### src/rtl/cordic_pkg.sv
// Shared types and constants for the iterative CORDIC engine.
// The arctangent table is scaled so that 2^31 represents pi.
package cordic_pkg;

  typedef enum logic [1:0] {
    IDLE = 2'd0,
    RUN  = 2'd1,
    DONE = 2'd2
  } state_e;

  localparam int ATAN_ENTRIES = 32;

  // atan(2^-i) / pi * 2^31, i = 0..31
  localparam logic [31:0] ATAN_TABLE [ATAN_ENTRIES] = '{
    32'h20000000, 32'h12E4051E, 32'h09FB385B, 32'h051111D4,
    32'h028B0D43, 32'h0145D7E1, 32'h00A2F61E, 32'h00517C55,
    32'h0028BE53, 32'h00145F2F, 32'h000A2F98, 32'h000517CC,
    32'h00028BE6, 32'h000145F3, 32'h0000A2FA, 32'h0000517D,
    32'h000028BE, 32'h0000145F, 32'h00000A30, 32'h00000518,
    32'h0000028C, 32'h00000146, 32'h000000A3, 32'h00000051,
    32'h00000029, 32'h00000014, 32'h0000000A, 32'h00000005,
    32'h00000003, 32'h00000001, 32'h00000001, 32'h00000000
  };

endpackage

### src/rtl/cordic_iter_shifter.sv
// Combinational arithmetic (sign-filling) right shifter.
module cordic_iter_shifter #(
  parameter int BIT_WIDTH = 16,
  parameter int SHIFT_W   = $clog2(BIT_WIDTH + 1)
) (
  input  logic [BIT_WIDTH-1:0] data_i,
  input  logic [SHIFT_W-1:0]   shamt_i,
  output logic [BIT_WIDTH-1:0] result_o
);

  assign result_o = $unsigned($signed(data_i) >>> shamt_i);

endmodule

### src/rtl/cordic_iter.sv
// Iterative CORDIC: one micro-rotation per clock, rotation or vectoring mode,
// uncompensated gain, binary-angle z with 2^(BIT_WIDTH-1) = pi.
module cordic_iter
  import cordic_pkg::*;
#(
  parameter int BIT_WIDTH  = 16,
  parameter int ITERATIONS = 12
) (
  input  logic                 clk,
  input  logic                 rst,
  input  logic                 start_in,
  input  logic                 mode_in,
  input  logic [BIT_WIDTH-1:0] x_in,
  input  logic [BIT_WIDTH-1:0] y_in,
  input  logic [BIT_WIDTH-1:0] z_in,
  output logic                 ready_out,
  output logic                 done_out,
  output logic [BIT_WIDTH-1:0] x_out,
  output logic [BIT_WIDTH-1:0] y_out,
  output logic [BIT_WIDTH-1:0] z_out
);

  localparam int CNT_W   = $clog2(ITERATIONS + 1);
  localparam int SHIFT_W = $clog2(BIT_WIDTH + 1);
  localparam logic [CNT_W-1:0] LAST_I = CNT_W'(ITERATIONS);

  state_e               state_q, state_d;
  logic [CNT_W-1:0]     i_q, i_d;
  logic                 mode_q, mode_d;
  logic [BIT_WIDTH-1:0] x_q, x_d, y_q, y_d, z_q, z_d;
  logic [BIT_WIDTH-1:0] xo_q, xo_d, yo_q, yo_d, zo_q, zo_d;

  logic [SHIFT_W-1:0]   shamt;
  logic [4:0]           atan_idx;
  logic [BIT_WIDTH-1:0] x_shr, y_shr, atan_i;
  logic                 d_pos;

  assign shamt    = SHIFT_W'(i_q);
  assign atan_idx = 5'(i_q);
  // Narrow the 32-bit angle to this datapath width by arithmetic shift.
  assign atan_i   = BIT_WIDTH'($signed(ATAN_TABLE[atan_idx]) >>> (32 - BIT_WIDTH));

  cordic_iter_shifter #(.BIT_WIDTH(BIT_WIDTH), .SHIFT_W(SHIFT_W)) u_shr_x (
    .data_i   (x_q),
    .shamt_i  (shamt),
    .result_o (x_shr)
  );

  cordic_iter_shifter #(.BIT_WIDTH(BIT_WIDTH), .SHIFT_W(SHIFT_W)) u_shr_y (
    .data_i   (y_q),
    .shamt_i  (shamt),
    .result_o (y_shr)
  );

  // Rotation drives z toward 0; vectoring drives y toward 0.
  assign d_pos = mode_q ? y_q[BIT_WIDTH-1] : ~z_q[BIT_WIDTH-1];

  always_comb begin
    state_d = state_q;
    i_d     = i_q;
    mode_d  = mode_q;
    x_d     = x_q;
    y_d     = y_q;
    z_d     = z_q;
    xo_d    = xo_q;
    yo_d    = yo_q;
    zo_d    = zo_q;
    case (state_q)
      IDLE: begin
        if (start_in) begin
          mode_d  = mode_in;
          x_d     = x_in;
          y_d     = y_in;
          z_d     = z_in;
          i_d     = '0;
          state_d = RUN;
        end
      end
      RUN: begin
        // The extra cycle at i == ITERATIONS publishes the finished vector.
        if (i_q == LAST_I) begin
          xo_d    = x_q;
          yo_d    = y_q;
          zo_d    = z_q;
          state_d = DONE;
        end else begin
          x_d = d_pos ? (x_q - y_shr) : (x_q + y_shr);
          y_d = d_pos ? (y_q + x_shr) : (y_q - x_shr);
          z_d = d_pos ? (z_q - atan_i) : (z_q + atan_i);
          i_d = i_q + CNT_W'(1);
        end
      end
      DONE:    state_d = IDLE;
      default: state_d = IDLE;
    endcase
  end

  always_ff @(posedge clk or posedge rst) begin
    if (rst) begin
      state_q <= IDLE;
      i_q     <= '0;
      mode_q  <= 1'b0;
      x_q     <= '0;
      y_q     <= '0;
      z_q     <= '0;
      xo_q    <= '0;
      yo_q    <= '0;
      zo_q    <= '0;
    end else begin
      state_q <= state_d;
      i_q     <= i_d;
      mode_q  <= mode_d;
      x_q     <= x_d;
      y_q     <= y_d;
      z_q     <= z_d;
      xo_q    <= xo_d;
      yo_q    <= yo_d;
      zo_q    <= zo_d;
    end
  end

  assign ready_out = (state_q == IDLE);
  assign done_out  = (state_q == DONE);
  assign x_out     = xo_q;
  assign y_out     = yo_q;
  assign z_out     = zo_q;

endmodule

### config.mk
export PLATFORM = sky130hd
export DESIGN_NAME = cordic_iter
export DESIGN_NICKNAME = d
export VERILOG_FILES = /design/src/rtl/cordic_pkg.sv /design/src/rtl/cordic_iter_shifter.sv /design/src/rtl/cordic_iter.sv
export SDC_FILE = /design/constraint.sdc
export NUM_CORES = 1
export LEC_CHECK = 0
export ABC_CLOCK_PERIOD_IN_PS = 8900
export CORE_MARGIN = 3
export CORE_UTILIZATION = 35
export CTS_CLUSTER_DIAMETER = 80
export DETAILED_ROUTE_END_ITERATION = 7
export GPL_TIMING_DRIVEN = 1
export PLACE_DENSITY = 0.6
export SYNTH_ARGS = -nofsm -noshare
export SYNTH_HDL_FRONTEND = slang
export SYNTH_SLANG_ARGS = --single-unit
### constraint.sdc
create_clock -name clk -period 8.9 [get_ports clk]
set_input_delay 2.67 -clock clk [delete_from_list [all_inputs] [get_ports clk]]
set_output_delay 2.67 -clock clk [all_outputs]
set_load 0.1 [all_outputs]
# Yosys cells after proc, flatten, opt, wreduce, memory -nomap -nowiden
# Memory sizes are Yosys's and may differ from the RTL's.
# Cells that the tools add are included.
# word_totals
regBits,103
output_inout_bits,50
mem_count,1
romBits,1024
input_bits,52
wordCells,55
# memory_table
name,depth,width,rd,rd_clocked_by_memory_dff,write_ports,line,rtl
(no name shown),32,32,1,0,0,cordic_iter.sv:41,assign atan_i = BIT_WIDTH'($signed(ATAN_TABLE[atan_idx]) >>> (32 - BIT_WIDTH));
# op_classes
addsub,7
magnitude_cmp,1
eq_ne,6
bitwise,2
shift,2
n_reduce_logical,6
n_mux,21
# ops
op,n
16-bit 2-to-1 mux,9
16-bit case mux with 2 select lines,3
32-bit 2-to-1 mux,2
16-bit adder,3
16-bit subtractor,3
16-bit by 4-bit >>> shifter with 16-bit output,2
4-bit 2-to-1 mux,2
4-bit case mux with 2 select lines,1
"6-bit greater-or-equal comparator, second input constant",1
"2-bit != test, second input constant",3
4-bit inverter with 6-bit output,1
2-bit AND reduction,3
"4-bit by 1-bit adder with 4-bit output, second input constant",1
"4-bit == test, second input constant",1
2-bit 2-to-1 mux,2
2-bit case mux with 2 select lines,1
3-bit AND reduction,1
"2-bit by 1-bit == test with 1-bit output, second input constant",1
"2-bit == test, second input constant",1
2-bit logical NOT,1
2-bit nonzero test,1
1-bit 2-to-1 mux,1
1-bit inverter,1

# Logic depth before layout (Yosys ltp)
# Gate-level depths: netlist (run 1).
# depth
ltp_word,8
ltp_mapped,20
depth_no_buf,17

# Modules after synthesis
# From an unflattened synthesis (run 1), not the netlist that was laid out.
# hier_totals
cells_unflattened,979
area_unflattened_um2,8912.3
# by_module_without_submodules
mod,area_per_inst_um2,cells_per_inst,seq_area_each_um2,instances
cordic_iter,7385.8,809,2577.5,1
cordic_iter_shifter,763.2,85,0.0,2

# Worst setup path before layout (run 1)
# OpenSTA, ideal clock, no wires.
# synth_timing
path_kind,reg-to-reg
start,reg i_q[3]
end,reg y_q[14]
n_path_buf,4
path_stages_with_launch,19
required_ps,8831
arrival_ps,4336
setup_ps,69
slack_ps,4495
period_less_slack_ps,4405
cell_sequence,dfrtp_1 -> clkbuf_1 -> clkbuf_1 -> buf_1 -> buf_1 -> nor2_1 -> a21oi_1 -> ha_1 -> nand2_1 -> o21ai_0 -> fa_1 -> a21o_1 -> a21oi_1 -> o211ai_1 -> a41oi_1 -> o21ai_0 -> or4_1 -> a211o_1 -> nand3_1
# synth_via
elab_chain_len,5
elab_cells_between_ends,9
cone_classes,add/sub: 2; eq/ne: 2; shift: 1; mux: 3; reduce/logical: 1
# synth_lines
item,line,rtl
"start, declared",cordic_iter.sv:28,"logic [CNT_W-1:0] i_q, i_d;"
"start signal, assigned",cordic_iter.sv:111,i_q <= i_d;
16-bit by 4-bit >>> shifter with 16-bit output,cordic_iter_shifter.sv:11,assign result_o = $unsigned($signed(data_i) >>> shamt_i);
16-bit subtractor or 16-bit adder (tied branches),cordic_iter.sv:88,y_d = d_pos ? (y_q + x_shr) : (y_q - x_shr);
16-bit 2-to-1 mux,cordic_iter.sv:88,
16-bit 2-to-1 mux,cordic_iter.sv:81,if (i_q == LAST_I) begin
16-bit case mux with 2 select lines,cordic_iter.sv:68,case (state_q)
"end signal, assigned",cordic_iter.sv:114,y_q <= y_d;
"end, declared",cordic_iter.sv:30,"logic [BIT_WIDTH-1:0] x_q, x_d, y_q, y_d, z_q, z_d;"
# Parallel ways exist; a longest one is shown, timed or not. The select of a mux whose other input is x is not followed.
# A chain may end at the register's enable or synchronous reset.

# Worst setup path in the final report (run 1)
# layout_timing
start,reg i_q[0]
end,reg y_q[14]
# Same word-level chain as after synthesis.

==> flow_metrics.py, run 1 <==
metrics = {
    "synth": {
        "synthArstFlopShare_pct": 100,
        "syn-mean-instance-area_um2": 9.05,
        "ys_seq_area_share_pct": 28.6,
        "yosys.area.top_type": "dfrtp_1",
        "synth_top_family_by_area": "compound AO/OA/AOI/OAI gates",
        "synth_compound_area_share_pct": 20.4,
        "synth_area_um2": 9020,
        "synth-edff-count": 0,
        "yosys.area.top_type_share_pct": 28.6,
        "syn_nets": 1108,
        "syn_inst": 996,
        "synth_xor_area_share_pct": 6.63,
        "ys_types": 74,
        "synth-simple-area-share_pct": 14.6,
        "synth_flop_cell": "dfrtp_1",
        "synth.area.top_cells": "dfrtp_1 (29%), ha_1 (7.9%), mux2_2 (7.1%), mux4_2 (7.0%), a21oi_1 (4.6%)",
        "ys_ff_latch": 103,
        "synth_fa_ha_area_share_pct": 8.58,
        "synth.area.mux_share_pct": 16.9,
        "yosys_warnings": 0,
    },
    "cts": {
        "clk_latency_ns": 0.36,
        "cts_buffers": 9,
        "ctsResizeCount": 0,
        "postCtsSetupRepairBufs": 0,
        "h-tree-depth": 3,
        "cts_buffer_depth": 2,
        "cts_sinks": 103,
        "cts_tree": "built",
        "clk_pin_slew_ns": 0.08,
        "cts-hold-fix-buffers": 0,
        "root_buffer": "clkbuf_16",
    },
    "critical_path": {
        "cp-end-kind": "flip-flop",
        "crit_type": "flip-flop to flip-flop",
        "critical_path_required_ns": 9.19,
        "r2r_cells": 17,
        "worst_ep_arrival_time_ns": 5.65,
        "crit_fanout": 36,
        "cp-start-kind": "flip-flop",
        "timing.rr.start": "i_q[0]",
        "reg2reg_to": "y_q[14]",
        "rrSetupSlack_ns": 3.54,
    },
    "min_path": {
        "min_to": "y_out[12]",
        "hp-start": "y_out[12]",
        "hp-class": "flip-flop to flip-flop",
        "min_path_cells": 1,
    },
    "timing": {
        "min_period_ns": 5.36,
        "skew_ns": 0.00994,
        "worst_slew_pin_slew_ns": 1.05,
        "timing.final.crit_share_pct": 60.2,
        "slew_headroom_pct": 30.3,
        "max_freq_ghz": 0.187,
        "hold_viol_final": 0,
        "tns_ns": 0,
        "final-max-slew-violation-count": 0,
        "setup_viol": 0,
        "rsz0062_at_grt": "no",
    },
    "routing": {
        "wl_per_cell_um": 18.1,
        "num_vias": 7811,
        "antenna_left": 0,
        "totalWireLength_um": 25400,
        "drt_iter0_markers": 683,
        "via_per_inst": 5.58,
        "drt_pass1_iterations": 7,
        "drc": 0,
    },
    "final_layout": {
        "syn_to_final_growth_pct": 17.5,
        "n_antenna_cell": 0,
        "fin_nets": 1177,
        "drive_above_1_share_pct": 12.7,
        "final_cell_mix": "dfrtp_1 (101), clkdlybuf4s50_1 (101), nor2_1 (94)",
    },
    "floorplanning": {
        "die_y_um": 167,
        "die_w_um": 167,
        "io_pins": 102,
        "dieArea_um2": 27700,
        "rows": 58,
        "core_area_um2": 25300,
        "initial_core_util_pct": 35.7,
    },
    "grt": {
        "grt_pass1_vias": 7629,
        "grtUsageMet3_pct": 2.82,
        "grt_pass1_wl_um": 41100,
        "grt.overflow.total": 0,
        "antenna_found_initial": 1,
        "grt_max_degree": 64,
        "met1_usage_pct": 24.0,
        "busiest_layer": "met2",
        "gr-usage-met2_pct": 30.8,
        "grt.total_usage_pct": 18.0,
    },
    "run_status": {
        "status": "completed",
    },
    "flow_run": {
        "maxCapViolCount": 0,
    },
    "placed_design": {
        "dpl.hpwl_um": 18700,
        "finalWeightedCongestion": 0.902,
        "io_buffer_count": 101,
    },
}
## through the flow
| stage | cells | util [%] | hold WS, ns | cell area, µm² | setup slack (ns) |
|---|---|---|---|---|---|
| 6_report | 1400 | 41.9 | 0.505 | 10600 | 3.54 |
| 5_1_grt | 1400 | 41.9 | 0.529 | 10600 | 3.16 |
| 4_1_cts | 1400 | 41.9 | 0.511 | 10600 | 3.51 |
| 3_5_place_dp | 1384 | 40.8 | 0.495 | 10300 | 3.58 |
| 3_3_place_gp | 1384 | 40.8 | 0.489 | 10300 | 3.68 |
| 2_1_floorplan | 996 | - | 0.472 | 9020 | 3.53 |
## synth_stat cells (3+ instances only)
cell and count:
dfrtp_1 103, inv_1 28, a211oi_1 11, or3_1 5, a221oi_1 4, o21ai_0 59
xor2_1 24, a22oi_1 12, and3_1 7, buf_6 5, clkbuf_1 36, o31ai_1 8
o21ai_1 5, mux2_1 4, mux2_2 57, a221o_1 5, buf_4 3, nand3b_1 3
a31o_2 3, xnor2_1 39, mux4_2 28, nand3_1 19, a211o_1 4, nor2_1 96
o21bai_1 8, a21oi_1 83, nand2b_1 12, fa_1 3, mux2i_1 15, nand2_1 87
o22ai_1 4, and2_1 7, buf_1 10, o21a_1 14, ha_1 57, a21o_1 13
o211ai_1 6, nor3_1 25, nor2b_1 11, a32oi_1 4, or2_2 6, a31oi_1 21
## cell families (layout without fill, tap and decap cells)
logic type	after synthesis	count (layout)
compound gates	286	286
simple gates	289	289
fa+ha+maj	60	60
buf+inv	87	161
mux	106	106
flops	103	103
xor+xnor	65	65
## cell type report
cell class / count / area [µm²]
inverter: 30 / 115
fill: 2541 / 14700
multi-input combinational: 806 / 6070
tap: 330 / 413
timing repair buffer: 115 / 1120
clock buffer: 11 / 253
clock inverter: 5 / 40.0
sequential: 103 / 2580
## state kept, by name, summed over array words and instances, names as in the netlist
register and count:
x_out 16, z_out 16, y_out 16, z_q 16, y_q 16, mode_q 1
x_q 16, state_q 2, i_q 4
## worst max-delay path, stage by stage, from the launching register on
cell	delay [ns]
dfrtp_2	0.52
buf_4	0.51
mux2_2	0.40
o21ai_0	0.50
o21bai_1	0.22
a21oi_1	0.23
ha_1	0.25
nand2_1	0.05
o21ai_0	0.14
fa_1	0.47
a21o_1	0.18
a21oi_1	0.28
o211ai_1	0.21
a41oi_1	0.34
o21ai_0	0.17
or4_1	0.45
a211o_1	0.28
nand3_1	0.07
## how the worst max path moves through the flow
| stage | start | end | slack (ns) | cells after the start |
|---|---|---|---|---|
| final | i_q[0] | y_q[14] | 3.54 | 17 |
| after CTS | i_q[0] | y_q[14] | 3.51 | 17 |
| after detailed placement | i_q[0] | y_q[14] | 3.58 | 17 |
| after global routing | i_q[0] | y_q[14] | 3.16 | 17 |
| after global placement | i_q[0] | y_q[14] | 3.68 | 17 |
| after floorplan | rst | i_q[0] | 3.53 | 1 |
## layer usage
| metal | wire length (µm) | vias to the layer above |
|---|---|---|
| li1 | - | 3802 |
| met1 | 11500 | 3790 |
| met2 | 12300 | 193 |
| met3 | 1130 | 26 |
| met4 | 436 | 0 |
| met5 | 0 | - |
Power of run 1 is left out: the tool's default activity adds up to more than one toggle a clock period on the data nets, which glitch-free logic cannot reach.
==> run 2, diff against run 1 <==
--- a/config.mk
+++ b/config.mk
@@ -5,7 +5,7 @@
 export SDC_FILE = /design/constraint.sdc
 export NUM_CORES = 1
 export LEC_CHECK = 0
-export ABC_CLOCK_PERIOD_IN_PS = 8900
+export ABC_CLOCK_PERIOD_IN_PS = 5100
 export CORE_MARGIN = 3
 export CORE_UTILIZATION = 35
 export CTS_CLUSTER_DIAMETER = 80
==> constraint.sdc (replaced) <==
create_clock -name clk -period 5.1 [get_ports clk]
set_input_delay 1.53 -clock clk [delete_from_list [all_inputs] [get_ports clk]]
set_output_delay 1.53 -clock clk [all_outputs]
set_load 0.1 [all_outputs]
==> run 2 against run 1 <==
Clock skew shrank 0.0021 ns. Register-to-register slack lost 3.2 ns. Die area stayed put. Non-clock buffer count grew 27. Sequential share of layout area decreased by 0.51 points. Maximum frequency increased by 12%. Largest cell class unchanged.
==> flow_metrics.py, run 2 (same netlist as run 1, synthesis figures left out) <==
metrics = {
    "timing": {
        "worst_slew_pin_slew_ns": 0.983,
        "rsz0062_at_grt": "no",
        "slew_headroom_pct": 34.3,
        "min_period_ns": 4.79,
        "tns_ns": 0,
        "max_freq_ghz": 0.209,
        "timing.final.crit_share_pct": 93.9,
        "setup_viol": 0,
        "skew_ns": 0.00783,
        "final-max-slew-violation-count": 0,
        "hold_viol_final": 0,
    },
    "final_layout": {
        "multiInputGateArea_um2": 6080,
        "fillCellCount": 2540,
        "final_cell_mix": "dfrtp_1 (101), clkdlybuf4s50_1 (101), nor2_1 (94)",
        "final_area_um2": 10800,
        "fin_nets": 1204,
        "drive_above_1_share_pct": 14.9,
        "regArea_um2": 2580,
        "syn_to_final_growth_pct": 20.2,
        "n_antenna_cell": 0,
        "instances_no_fill": 1427,
    },
    "placed_design": {
        "dpl_cell_area_um2": 10500,
        "io_buffer_count": 101,
        "dpl.hpwl_um": 20300,
        "dpl.cell_count": 1411,
        "finalWeightedCongestion": 0.920,
    },
    "routing": {
        "totalWireLength_um": 26800,
        "drt_iter0_markers": 542,
        "num_vias": 7980,
        "via_per_inst": 5.59,
        "antenna_left": 0,
        "drt_pass1_iterations": 5,
        "wl_per_cell_um": 18.8,
        "drc": 0,
    },
    "floorplanning": {
        "dieArea_um2": 27700,
        "initial_core_util_pct": 35.7,
        "die_y_um": 167,
        "io_pins": 102,
        "die_w_um": 167,
        "core_area_um2": 25300,
        "rows": 58,
    },
    "grt": {
        "grt_pass1_wl_um": 43500,
        "grt_max_degree": 67,
        "grt.total_usage_pct": 19.3,
        "antenna_found_initial": 1,
        "grt_pass1_vias": 7906,
        "grt.overflow.total": 0,
    },
    "critical_path": {
        "crit_type": "flip-flop to flip-flop",
        "worst_ep_arrival_time_ns": 5.04,
        "crit_path_top_delay_cell": "dfrtp_4",
        "cp_top_family": "compound AO/OA/AOI/OAI gates",
        "crit_fanout": 19,
        "cp_cell_sequence": "buf_4 > inv_1 > ha_1 > inv_1 > mux4_2 > nor2_1 > nor2_1 > xor2_1 > ha_1 > a21o_1 > a21oi_1 > o21bai_1 > a2111o_1 > a31oi_1 > a21oi_1 > a211o_1 > o211a_1",
        "max_stage_delay_ns": 0.61,
        "cp-end-kind": "flip-flop",
        "path_buf_inv": 3,
        "critical_path_required_ns": 5.35,
        "cp-start-kind": "flip-flop",
    },
    "min_path": {
        "hp-class": "flip-flop to flip-flop",
    },
    "cts": {
        "cts_buffer_depth": 2,
        "cts_sinks": 103,
        "cts_tree": "built",
        "root_buffer": "clkbuf_16",
        "cts-hold-fix-buffers": 0,
        "clk_pin_slew_ns": 0.08,
        "h-tree-depth": 3,
        "clk_latency_ns": 0.36,
        "cts_buffers": 9,
    },
    "run_status": {
        "status": "completed",
    },
    "flow_run": {
        "maxCapViolCount": 0,
    },
}
[run 2: cell type report]
type / count / area share [%]
flip-flops and latches: 103 / 23.9
well taps: 330 / 3.81
repair buffers: 142 / 12.4
clock inverters: 4 / 0.323
clock buffers: 12 / 2.46
multi-input cells: 806 / 56.1
inverters: 30 / 1.06
[run 2: path summary, 6_finish.rpt]
check,start,endpoint,slack (ns),depth (start not counted)
max,i_q[0],z_q[14],0.31,17
min,x_out[5],x_out[5],0.51,1
max reg2reg,i_q[0],z_q[14],0.31,17
min reg2reg,x_out[5],x_out[5],0.51,1
max in group asynchronous,rst,y_out[11],2.72,3
min in group asynchronous,rst,x_out[0],1.68,2
[run 2: metal layers]
layer / GRT usage, % / vias up / part of all wire, %
met5: 0 / - / 0
met4: 6.03 / 0 / 2.6
met3: 2.78 / 37 / 3.8
met2: 32.9 / 194 / 48
met1: 25.5 / 3880 / 45
li1: - / 3869 / -
[run 2: timing repair]
item / in CTS / in global routing
resized for setup: 0 / 3
setup buffers: 0 / 0
endpoints found under the setup margin: 0 / 4
[run 2: metrics by stage]
step                worst slack, ns  utilization [%]  hold slack [ns]
floorplan                     0.695                -            0.472
global placement              0.310             41.7            0.489
detailed placement            0.305             41.7            0.496
CTS                           0.262             42.9            0.512
global route                 0.0670             42.9            0.523
finish                        0.311             42.9            0.506
Power of run 2 is left out for the same reason.
==> run 3, diff against run 2 <==
--- a/config.mk
+++ b/config.mk
@@ -11,7 +11,7 @@
 export CTS_CLUSTER_DIAMETER = 80
 export DETAILED_ROUTE_END_ITERATION = 7
 export GPL_TIMING_DRIVEN = 1
-export PLACE_DENSITY = 0.6
+export PLACE_DENSITY = 0.55
 export SYNTH_ARGS = -nofsm -noshare
 export SYNTH_HDL_FRONTEND = slang
 export SYNTH_SLANG_ARGS = --single-unit
==> run 3 against run 2 <==
Maximum frequency down 1.6%. Count of clock-buffer cells in the layout shrank 2. Utilization increased by 0.079 points. Die area unchanged. Cell area up 0.18%. Wire length grew 2.5%. Critical path depth decreased by 1. Setup slack worse by 0.079 ns. Non-clock buffer count unchanged. Via count decreased by 0.10%. Critical endpoint is now y_q[14].
==> flow_metrics.py, run 3 (same netlist as run 1, synthesis figures left out) <==
metrics = {
    "final_layout": {
        "multiInputGateArea_um2": 6080,
        "regArea_um2": 2580,
        "drive_above_1_share_pct": 14.9,
        "syn_to_final_growth_pct": 20.4,
        "final_cell_mix": "dfrtp_1 (101), clkdlybuf4s50_1 (101), nor2_1 (94)",
        "n_antenna_cell": 0,
        "fillCellCount": 2542,
        "fin_nets": 1204,
    },
    "routing": {
        "via_per_inst": 5.59,
        "drt_pass1_iterations": 5,
        "drc": 0,
        "wl_per_cell_um": 19.2,
        "num_vias": 7972,
        "totalWireLength_um": 27500,
        "drt_iter0_markers": 650,
        "antenna_left": 0,
    },
    "cts": {
        "cts_tree": "built",
        "cts_buffer_depth": 2,
        "cts-hold-fix-buffers": 0,
        "cts_sinks": 103,
        "h-tree-depth": 3,
        "clk_latency_ns": 0.37,
        "cts_buffers": 9,
        "root_buffer": "clkbuf_16",
        "clk_pin_slew_ns": 0.08,
    },
    "critical_path": {
        "critical_path_required_ns": 5.40,
        "cp-end-kind": "flip-flop",
        "crit_top_cell": "a21oi_1",
        "cp_cell_sequence": "buf_4 > nor2_1 > mux2_2 > mux4_2 > nor3_1 > and4_4 > a21oi_1 > xnor2_1 > a21oi_1 > ha_1 > a21o_1 > a41oi_1 > o21ai_0 > or4_1 > a211o_1 > nand3_1",
        "max_stage_delay_ns": 0.60,
        "reg2reg_to": "y_q[14]",
        "crit_path_start": "i_q[1]",
        "rrSetupSlack_ns": 0.23,
        "crit_path_top_delay_cell": "dfrtp_4",
        "cp-start-kind": "flip-flop",
        "r2r_cells": 16,
        "timing.rr.start": "i_q[1]",
        "crit_fanout": 20,
        "crit_type": "flip-flop to flip-flop",
        "worst_ep_arrival_time_ns": 5.16,
    },
    "min_path": {
        "hp-start": "y_out[3]",
        "hp-class": "flip-flop to flip-flop",
        "min_path_cells": 1,
        "min_to": "y_out[3]",
    },
    "grt": {
        "busiest_layer": "met2",
        "grtUsageMet3_pct": 2.75,
        "grt.total_usage_pct": 19.6,
        "met1_usage_pct": 26.8,
        "grt_pass1_vias": 7808,
        "gr-usage-met2_pct": 32.6,
        "grt.overflow.total": 0,
        "grt_pass1_wl_um": 43900,
        "antenna_found_initial": 0,
        "grt_max_degree": 54,
    },
    "floorplanning": {
        "rows": 58,
        "die_w_um": 167,
        "initial_core_util_pct": 35.7,
        "io_pins": 102,
        "core_area_um2": 25300,
        "dieArea_um2": 27700,
        "die_y_um": 167,
    },
    "flow_run": {
        "maxCapViolCount": 0,
    },
    "timing": {
        "timing.final.crit_share_pct": 95.5,
        "worst_slew_pin_slew_ns": 0.979,
        "tns_ns": 0,
        "skew_ns": 0.0121,
        "hold_viol_final": 0,
        "final-max-slew-violation-count": 0,
        "min_period_ns": 4.87,
        "setup_viol": 0,
        "rsz0062_at_grt": "no",
        "max_freq_ghz": 0.205,
        "slew_headroom_pct": 34.5,
    },
    "run_status": {
        "status": "completed",
    },
    "placed_design": {
        "io_buffer_count": 101,
        "dpl.hpwl_um": 20700,
        "finalWeightedCongestion": 0.921,
    },
}
-- run 3: cell types whose count changed in the layout (fill, tap and decap cells not counted), sizes merged --
cell	delta
clkbuf	-2
bufinv	+2
clkinv	-1
inv	+1
-- run 3: worst max-delay path, delay by kind of cell (launching register included) --
kind,cells,cell delay [ns]
adder cells (fa/ha/maj),1,0.27
XOR/XNOR,1,0.16
AND/OR/NAND/NOR,5,1.45
flip-flops,1,0.60
AO/OA/AOI/OAI,6,1.23
multiplexers,2,0.84
buffers and inverters,1,0.26
-- run 3: routing by layer --
metal | wire length, µm | share of wire, % | vias up
met4 | 679 | 2.5 | 0
met5 | 0 | 0 | -
li1 | - | - | 3854
met1 | 12500 | 46 | 3878
met3 | 1140 | 4.1 | 40
met2 | 13100 | 48 | 200
-- run 3: cell type report --
type                       instances  share of cell area [%]
multi-input combinational        806                    56.0
sequential                       103                    23.8
timing repair buffer             142                    12.4
tap                              330                    3.80
clock buffer                      10                    2.11
inverter                          30                    1.06
clock inverter                     6                   0.841
-- run 3: worst max-delay path by stage --
stage | cells after the start | to | slack (ns)
5_1_grt | 17 | y_q[14] | 0.007
6_report | 16 | y_q[14] | 0.23
2_1_floorplan | 18 | y_q[14] | 0.69
3_5_place_dp | 16 | y_q[15] | 0.31
4_1_cts | 16 | y_q[15] | 0.25
3_3_place_gp | 16 | y_q[15] | 0.32
-- run 3: metrics by stage --
stage / setup slack [ns] / instances / instance area [µm²] / util [%] / hold WS [ns]
after floorplan: 0.695 / 996 / 9020 / - / 0.472
after CTS: 0.251 / 1427 / 10800 / 43.0 / 0.512
after global routing: 0.00675 / 1427 / 10900 / 43.0 / 0.531
after global placement: 0.323 / 1411 / 10500 / 41.7 / 0.489
after detailed placement: 0.307 / 1411 / 10500 / 41.7 / 0.496
final: 0.232 / 1427 / 10900 / 43.0 / 0.506
-- run 3: timing repair --
| item | 4_1_cts | 5_1_grt |
|---|---|---|
| setup buffers | 0 | 0 |
| endpoints found under the setup margin | 0 | 2 |
| gates resized for setup | 0 | 2 |
Power of run 3 is left out for the same reason.
